### config.mk
export PLATFORM = sky130hd
export DESIGN_NAME = sl_master_port
export DESIGN_NICKNAME = d
export VERILOG_FILES = /design/src/rtl/sl_pkg.sv /design/src/rtl/sl_rsp_fifo.sv /design/src/rtl/sl_master_port.sv
export SDC_FILE = /design/constraint.sdc
export NUM_CORES = 1
export LEC_CHECK = 0
export CAP_MARGIN = 20
export CELL_PAD_IN_SITES_DETAIL_PLACEMENT = 2
export CELL_PAD_IN_SITES_GLOBAL_PLACEMENT = 2
export CORE_MARGIN = 2
export CORE_UTILIZATION = 40
export CTS_BUF_LIST = sky130_fd_sc_hd__clkbuf_8 sky130_fd_sc_hd__clkbuf_16
export CTS_CLUSTER_SIZE = 14
export DETAILED_ROUTE_END_ITERATION = 8
export DONT_BUFFER_PORTS = 1
export GPL_TIMING_DRIVEN = 0
export PLACE_DENSITY = 0.7
export SLEW_MARGIN = 5
export SYNTH_ARGS = -nofsm -noshare
export SYNTH_HDL_FRONTEND = slang
export SYNTH_SLANG_ARGS = --single-unit
### constraint.sdc
create_clock -name clk -period 4.6 [get_ports clk]
set_input_delay 0.69 -clock clk [delete_from_list [all_inputs] [get_ports clk]]
set_output_delay 0.69 -clock clk [all_outputs]
set_load 0.02 [all_outputs]
### src/rtl/sl_pkg.sv
// Shared SL fabric types and widths used by the initiator port and its
// response buffer.
package sl_pkg;

  localparam int SL_ADDR_W = 16;
  localparam int SL_DATA_W = 32;
  localparam int SL_ID_W   = 4;

  typedef struct packed {
    logic                 valid;
    logic                 wr;
    logic [SL_ADDR_W-1:0] addr;
    logic [SL_DATA_W-1:0] wdata;
    logic [SL_ID_W-1:0]   id;
  } SL_REQ;

  typedef struct packed {
    logic                 valid;
    logic [SL_DATA_W-1:0] rdata;
    logic [SL_ID_W-1:0]   id;
  } SL_RES;

  // One host-visible response entry as held in the response buffer.
  typedef struct packed {
    logic [SL_DATA_W-1:0] rdata;
    logic [SL_ID_W-1:0]   id;
  } sl_rsp_t;

endpackage

### src/rtl/sl_rsp_fifo.sv
// Small synchronous circular buffer with wrap-bit pointers; exports its
// occupancy so the owner can do credit accounting.
module sl_rsp_fifo #(
  parameter int DEPTH = 4,
  parameter int WIDTH = 8
) (
  input  logic                   clk,
  input  logic                   rst_n,
  input  logic                   i_push,
  input  logic [WIDTH-1:0]       i_wdata,
  input  logic                   i_pop,
  output logic [WIDTH-1:0]       o_rdata,
  output logic [$clog2(DEPTH):0] o_count,
  output logic                   o_full,
  output logic                   o_empty
);

  localparam int            AW       = $clog2(DEPTH);
  localparam logic [AW:0]   FULL_CNT = (AW+1)'(DEPTH);

  logic [WIDTH-1:0] r_mem [DEPTH];
  logic [AW:0]      r_wr_ptr;
  logic [AW:0]      r_rd_ptr;
  logic             w_push;
  logic             w_pop;

  assign o_count = r_wr_ptr - r_rd_ptr;
  assign o_full  = (o_count == FULL_CNT);
  assign o_empty = (r_wr_ptr == r_rd_ptr);
  assign o_rdata = r_mem[r_rd_ptr[AW-1:0]];

  // A push into a full buffer is accepted only when the head leaves in the same cycle.
  assign w_pop  = i_pop && !o_empty;
  assign w_push = i_push && (!o_full || w_pop);

  always_ff @(posedge clk or negedge rst_n) begin
    if (!rst_n) begin
      r_wr_ptr <= '0;
      r_rd_ptr <= '0;
      for (int i = 0; i < DEPTH; i++) begin
        r_mem[i] <= '0;
      end
    end else begin
      if (w_push) begin
        r_mem[r_wr_ptr[AW-1:0]] <= i_wdata;
        r_wr_ptr                <= r_wr_ptr + (AW+1)'(1);
      end
      if (w_pop) begin
        r_rd_ptr <= r_rd_ptr + (AW+1)'(1);
      end
    end
  end

endmodule

### src/rtl/sl_master_port.sv
// SL fabric initiator endpoint: credit-gated request issue, a delay line that
// predicts each response slot, and tail checking into the response buffer.
module sl_master_port
  import sl_pkg::*;
#(
  parameter int ROUND_TRIP = 4,
  parameter int DEPTH      = 4
) (
  input  logic                   clk,
  input  logic                   rst_n,
  input  logic                   host_valid,
  output logic                   host_ready,
  input  logic                   host_wr,
  input  logic [SL_ADDR_W-1:0]   host_addr,
  input  logic [SL_DATA_W-1:0]   host_wdata,
  output SL_REQ                  req_down,
  input  SL_RES                  res_down,
  output logic                   rsp_valid,
  input  logic                   rsp_ready,
  output logic [SL_DATA_W-1:0]   rsp_rdata,
  output logic [SL_ID_W-1:0]     rsp_id,
  output logic [$clog2(DEPTH):0] inflight,
  output logic                   err_unexpected,
  output logic                   err_missing,
  output logic                   err_id
);

  localparam int            CW         = $clog2(DEPTH) + 1;
  localparam int            TAIL       = ROUND_TRIP - 1;
  localparam logic [CW:0]   CREDIT_MAX = (CW+1)'(DEPTH);

  SL_REQ              r_req;
  logic [SL_ID_W-1:0] r_id_ctr;
  logic               r_exp_valid [ROUND_TRIP];
  logic [SL_ID_W-1:0] r_exp_id    [ROUND_TRIP];
  logic [CW-1:0]      r_inflight;
  logic               r_err_unexpected;
  logic               r_err_missing;
  logic               r_err_id;

  logic [CW-1:0]      w_fifo_count;
  logic               w_fifo_full;
  logic               w_fifo_empty;
  logic [CW:0]        w_credits_used;
  logic               w_issue;
  logic               w_tail_valid;
  logic               w_push;
  sl_rsp_t            w_push_data;
  sl_rsp_t            w_head;

  // A credit is held from issue until the response leaves the buffer.
  assign w_credits_used = {1'b0, r_inflight} + {1'b0, w_fifo_count};
  assign host_ready     = (w_credits_used < CREDIT_MAX);
  assign w_issue        = host_valid && host_ready;
  assign w_tail_valid   = r_exp_valid[TAIL];

  // Credits guarantee room; the full term only matters if that invariant breaks.
  assign w_push = w_tail_valid && (!w_fifo_full || rsp_ready);

  always_comb begin
    w_push_data    = '0;
    w_push_data.id = r_exp_id[TAIL];
    if (res_down.valid) begin
      w_push_data.rdata = res_down.rdata;
      w_push_data.id    = res_down.id;
    end
  end

  always_ff @(posedge clk or negedge rst_n) begin
    if (!rst_n) begin
      r_req    <= '0;
      r_id_ctr <= '0;
    end else begin
      r_req.valid <= w_issue;
      if (w_issue) begin
        r_req.wr    <= host_wr;
        r_req.addr  <= host_addr;
        r_req.wdata <= host_wdata;
        r_req.id    <= r_id_ctr;
        r_id_ctr    <= r_id_ctr + SL_ID_W'(1);
      end
    end
  end

  // Entry 0 follows the issued request so the tail lines up with the response slot.
  always_ff @(posedge clk or negedge rst_n) begin
    if (!rst_n) begin
      for (int i = 0; i < ROUND_TRIP; i++) begin
        r_exp_valid[i] <= 1'b0;
        r_exp_id[i]    <= '0;
      end
    end else begin
      r_exp_valid[0] <= r_req.valid;
      r_exp_id[0]    <= r_req.id;
      for (int i = 1; i < ROUND_TRIP; i++) begin
        r_exp_valid[i] <= r_exp_valid[i-1];
        r_exp_id[i]    <= r_exp_id[i-1];
      end
    end
  end

  always_ff @(posedge clk or negedge rst_n) begin
    if (!rst_n) begin
      r_inflight <= '0;
    end else begin
      unique case ({w_issue, w_tail_valid})
        2'b10:   r_inflight <= r_inflight + CW'(1);
        2'b01:   r_inflight <= r_inflight - CW'(1);
        default: r_inflight <= r_inflight;
      endcase
    end
  end

  always_ff @(posedge clk or negedge rst_n) begin
    if (!rst_n) begin
      r_err_unexpected <= 1'b0;
      r_err_missing    <= 1'b0;
      r_err_id         <= 1'b0;
    end else begin
      if (!w_tail_valid && res_down.valid) begin
        r_err_unexpected <= 1'b1;
      end
      if (w_tail_valid && !res_down.valid) begin
        r_err_missing <= 1'b1;
      end
      if (w_tail_valid && res_down.valid && (res_down.id != r_exp_id[TAIL])) begin
        r_err_id <= 1'b1;
      end
    end
  end

  sl_rsp_fifo #(
    .DEPTH (DEPTH),
    .WIDTH ($bits(sl_rsp_t))
  ) u_rsp_fifo (
    .clk     (clk),
    .rst_n   (rst_n),
    .i_push  (w_push),
    .i_wdata (w_push_data),
    .i_pop   (rsp_ready),
    .o_rdata (w_head),
    .o_count (w_fifo_count),
    .o_full  (w_fifo_full),
    .o_empty (w_fifo_empty)
  );

  assign req_down       = r_req;
  assign rsp_valid      = !w_fifo_empty;
  assign rsp_rdata      = w_head.rdata;
  assign rsp_id         = w_head.id;
  assign inflight       = r_inflight;
  assign err_unexpected = r_err_unexpected;
  assign err_missing    = r_err_missing;
  assign err_id         = r_err_id;

endmodule

==> reports/metrics.sh <==
FINAL_PERIOD_DEMAND_OF_THE_WORST_PATH_PS=4235
AREA_DELTA_SYNTH_FINAL_PCT=13.30
WORST-SLEW-PIN-TRANSITION_PS=996.2
POST_CTS.REPAIR.SETUP_BUFFERS=0
STDCELL_AREA_UM2=11750
DR_TOTAL_VIAS=5180
DIEAREA_UM2=27230
PLACED_AREA_UM2=10790
FINAL.FILL_COUNT=2303
DIE_WIDTH_UM=165.0
HPWLAFTERDP_UM=16050
HP-CLASS='primary input to async pin'
SYNTH-SEQ-AREA-SHARE=0.5645
SETUP-VIOLATIONS-FINAL=0
MAPPEDNETLISTAREA_UM2=10370
CELL_INTERNAL_PWR_mW=6.138
CPMAXSTAGEDELAYCELL='sky130_fd_sc_hd__clkdlybuf4s15_2'
YOSYS.CELL_TYPES.COUNT=33
CP.ARRIVAL_PS=4640
FINAL_CORE_UTILIZATION=0.4640
INITIALDRTVIOLATIONCOUNT=257
NET-SWITCHING-POWER_mW=3.305
FINAL_HOLD_VIOL_COUNT=234
IO_PINS=188
FINAL_CELLS=983
CTS_TREE='built'
FIN_SKEW_PS=11.08
CRITPATHLAUNCHTYPE='flop'
MAX-CAP-VIOLATIONS=0
COMB_POWER_SHARE=0.356
VIA_COUNT_OF_THE_FIRST_GLOBAL_ROUTING_PASS=6323
ANTENNA_FOUND_INITIAL=4
OVERFLOW=0
FINAL_NETS=734
CORE_REGION_AREA_UM2=25330
SLEW_MARGIN_REL=0.3358
WIRELENGTH_UM=24170
POWER.CLOCK.FRACTION=0.240
SETUP_REPAIR_AFTER_GLOBAL_ROUTING_MISSED_ITS_MARGIN='no'
SYNTH-SEQ-CELLS=234
CTS_HTREE_LEVELS=1
POST_DRT_WL_PER_CELL_UM=24.59
SYNTHFLOPTYPE='sky130_fd_sc_hd__dfrtp_1'
FINAL_LAYOUT_SIZE_SUFFIX_GT1_FRAC=0.4823
CLK_PIN_SLEW_PS=60
TIMING.FINAL.CRIT_SHARE=0.9206
VIA_PER_INST=5.270
TIMING.HOLD.WS_PS=-132.6
P_SEQ_FRAC=0.403
DIE-HEIGHT_UM=165.0
RUN_STATUS='finished, violations left'
DRT_FIRST_PASS_ITERS=4
SYN-MEAN-INSTANCE-AREA_UM2=17.23
TOTAL_POWER_mW=9.444
FMAX_MHz=236.1
GPL.FINAL_WEIGHTED_CONGESTION=0.7196
DETAIL_ROUTE.DRC_VIOLATIONS=0
CRIT_PATH_MAX_INCR_DELAY_PS=550
PIN_COUNT_OF_THE_BIGGEST_NET_ENTERING_GLOBAL_ROUTING=235
ROOT_BUFFER='sky130_fd_sc_hd__clkbuf_16'
PORT_BUF_INSERTS=0
FAILED_CHECKS='negative hold slack'
CRIT_PATH_CELL_TRACE='clkbuf_2 -> clkdlybuf4s15_2 -> inv_1 -> fa_1 -> xnor2_1 -> ha_1 -> nor3_1 -> and2_1 -> nand2_1 -> inv_1 -> buf_2 -> buf_2 -> mux2_2'
DP.CELLS=932
GLOBAL_ROUTER_S_OVERALL_RESOURCE_USAGE=0.1847
SYNTH_ASYNC_SR_FLOP_SHARE=1.000
TIMING.SETUP.CRITICAL_PATH_CLASS='flop to flop'
TIMING.CRITICAL_PATH.FANOUT_MAX=10
SYNTH_ENABLE_FLOP_CELLS=0
CLOCK_INSERTION_DELAY_WORST_SKEW_PS=530
GRT_FIRST_PASS_WIRELENGTH_UM=38160
CRITICAL_PATH_REQUIRED_PS=5010
SYNTH-WARNING-COUNT=0
CTS_BUFFERS=27
CLOCK_TREE.BUFFER_DEPTH=3
SYN_INST=602
POWER-PER-CELL-AREA_nW_PER_UM2=803.5
SYNTH_FP_NETS=705
ENDPOINT_KIND='flop'
STATIC-LEAKAGE-POWER_nW=5.517
NUMCLOCKSINKS=234
ROWS=58
SLEW_VIOLATIONS=0
PEAKVDDDROP_V=0.0004284
INITIAL_CORE_UTIL=0.4095
POWER.SWITCHING_FRACTION=0.3500
POSTROUTEANTENNANETS=0
[area by class of cell]
class,instances,area [µm²],area share
flip-flops and latches,234,5856,0.4982
multi-input cells,326,4177,0.3554
clock buffers,34,772.0,0.06569
well taps,330,412.9,0.03513
plain buffers,33,315.3,0.02683
clock inverters,15,181.4,0.01544
inverters,9,33.78,0.002874
diodes,2,5.005,0.0004258
[through the flow]
stage | TNS, ps | worst slack [ps]
finish | 0 | 365.1
global route | 0 | 47.86
CTS | 0 | 234.6
detailed placement | -11170 | -340.0
global placement | -5421 | -213.8
floorplan | 0 | 1083
[critical path: cells and delay by family (launching register included)]
family | cells | cell delay (ps)
and+or+nand+nor | 3 | 620
muxes | 1 | 370
DFF | 1 | 380
xor gates and xnor gates | 1 | 190
adders and majority gates | 2 | 740
buffers and inverters | 6 | 1800
[Yosys cell counts, drive strengths merged (2+ instances only)]
library cell	instances	share of area
dfrtp	234	0.56
mux2	204	0.25
mux4	36	0.078
and2	33	0.020
buf	22	0.026
xnor2	12	0.010
clkbuf	11	0.0040
ha	11	0.013
inv	9	0.0033
nand4	6	0.0094
nand2	4	0.0014
xor2	4	0.0034
fa	2	0.0039
nand3	2	0.00097
[sequential cells by signal, summed over array words and instances (netlist names)]
register	cells
err_id	1
err_missing	1
err_unexpected	1
inflight	3
r_exp_id	16
r_exp_valid	3
r_id_ctr	4
req_down	54
u_rsp_fifo.r_mem	144
u_rsp_fifo.r_rd_ptr	3
u_rsp_fifo.r_wr_ptr	3
w_tail_valid	1
[metal layers]
layer | track usage | share of wire
met1 | 0.2211 | 0.39
met3 | 0.06027 | 0.080
met2 | 0.3244 | 0.51
met4 | 0.04032 | 0.016
met5 | 0 | 0.00095
[cells by family after synthesis]
group           after synthesis  share of synthesized area
compound gates                3                   0.002293
mux                         241                     0.3328
fa+ha+maj                    13                    0.01713
xor+xnor                     16                    0.01351
buf+inv                      42                    0.03281
simple gates                 53                    0.03691
flops                       234                     0.5645
[power groups by stage]
stage                     Clock [mW]  Combinational [mW]  Sequential, mW
after floorplan                    0                2.83            3.63
after global placement             0                3.28            3.76
after detailed placement           0                3.44            3.83
after CTS                       2.34                3.45            3.82
after global routing            2.43                3.67            3.93
final                           2.27                3.36            3.81
[cells in the final DEF (no fill, tap or decap), types with 5 or more instances in the layout]
cell type                     n
sky130_fd_sc_hd__inv_1       12
sky130_fd_sc_hd__and2_1      33
sky130_fd_sc_hd__xnor2_1     12
sky130_fd_sc_hd__clkbuf_16   27
sky130_fd_sc_hd__buf_2        8
sky130_fd_sc_hd__buf_8        6
sky130_fd_sc_hd__buf_12       6
sky130_fd_sc_hd__dfrtp_1    234
sky130_fd_sc_hd__clkinv_2     5
sky130_fd_sc_hd__mux2_2     114
sky130_fd_sc_hd__mux4_2      36
sky130_fd_sc_hd__ha_1        11
sky130_fd_sc_hd__clkbuf_8     7
sky130_fd_sc_hd__clkbuf_1    10
sky130_fd_sc_hd__mux2_4      89
[final timing paths]
check,slack (ps),endpoint,start,depth (start not counted)
max in group asynchronous,4420,req_down[21],rst_n,0
setup / recovery,370,req_down[30],u_rsp_fifo.r_rd_ptr[1],13
hold reg to reg,350,r_exp_id[8],r_exp_id[12],0
setup reg to reg,370,req_down[30],u_rsp_fifo.r_rd_ptr[1],13
hold / removal,-130,u_rsp_fifo.r_mem[97],rst_n,0
min in group clk,310,req_down[23],host_wdata[19],1
[repair_timing]
item,CTS,global route
endpoints found under the hold margin,234,234
gates resized for setup,3,0
endpoints found under the setup margin,60,0
(Power assumes the default switching activity.)
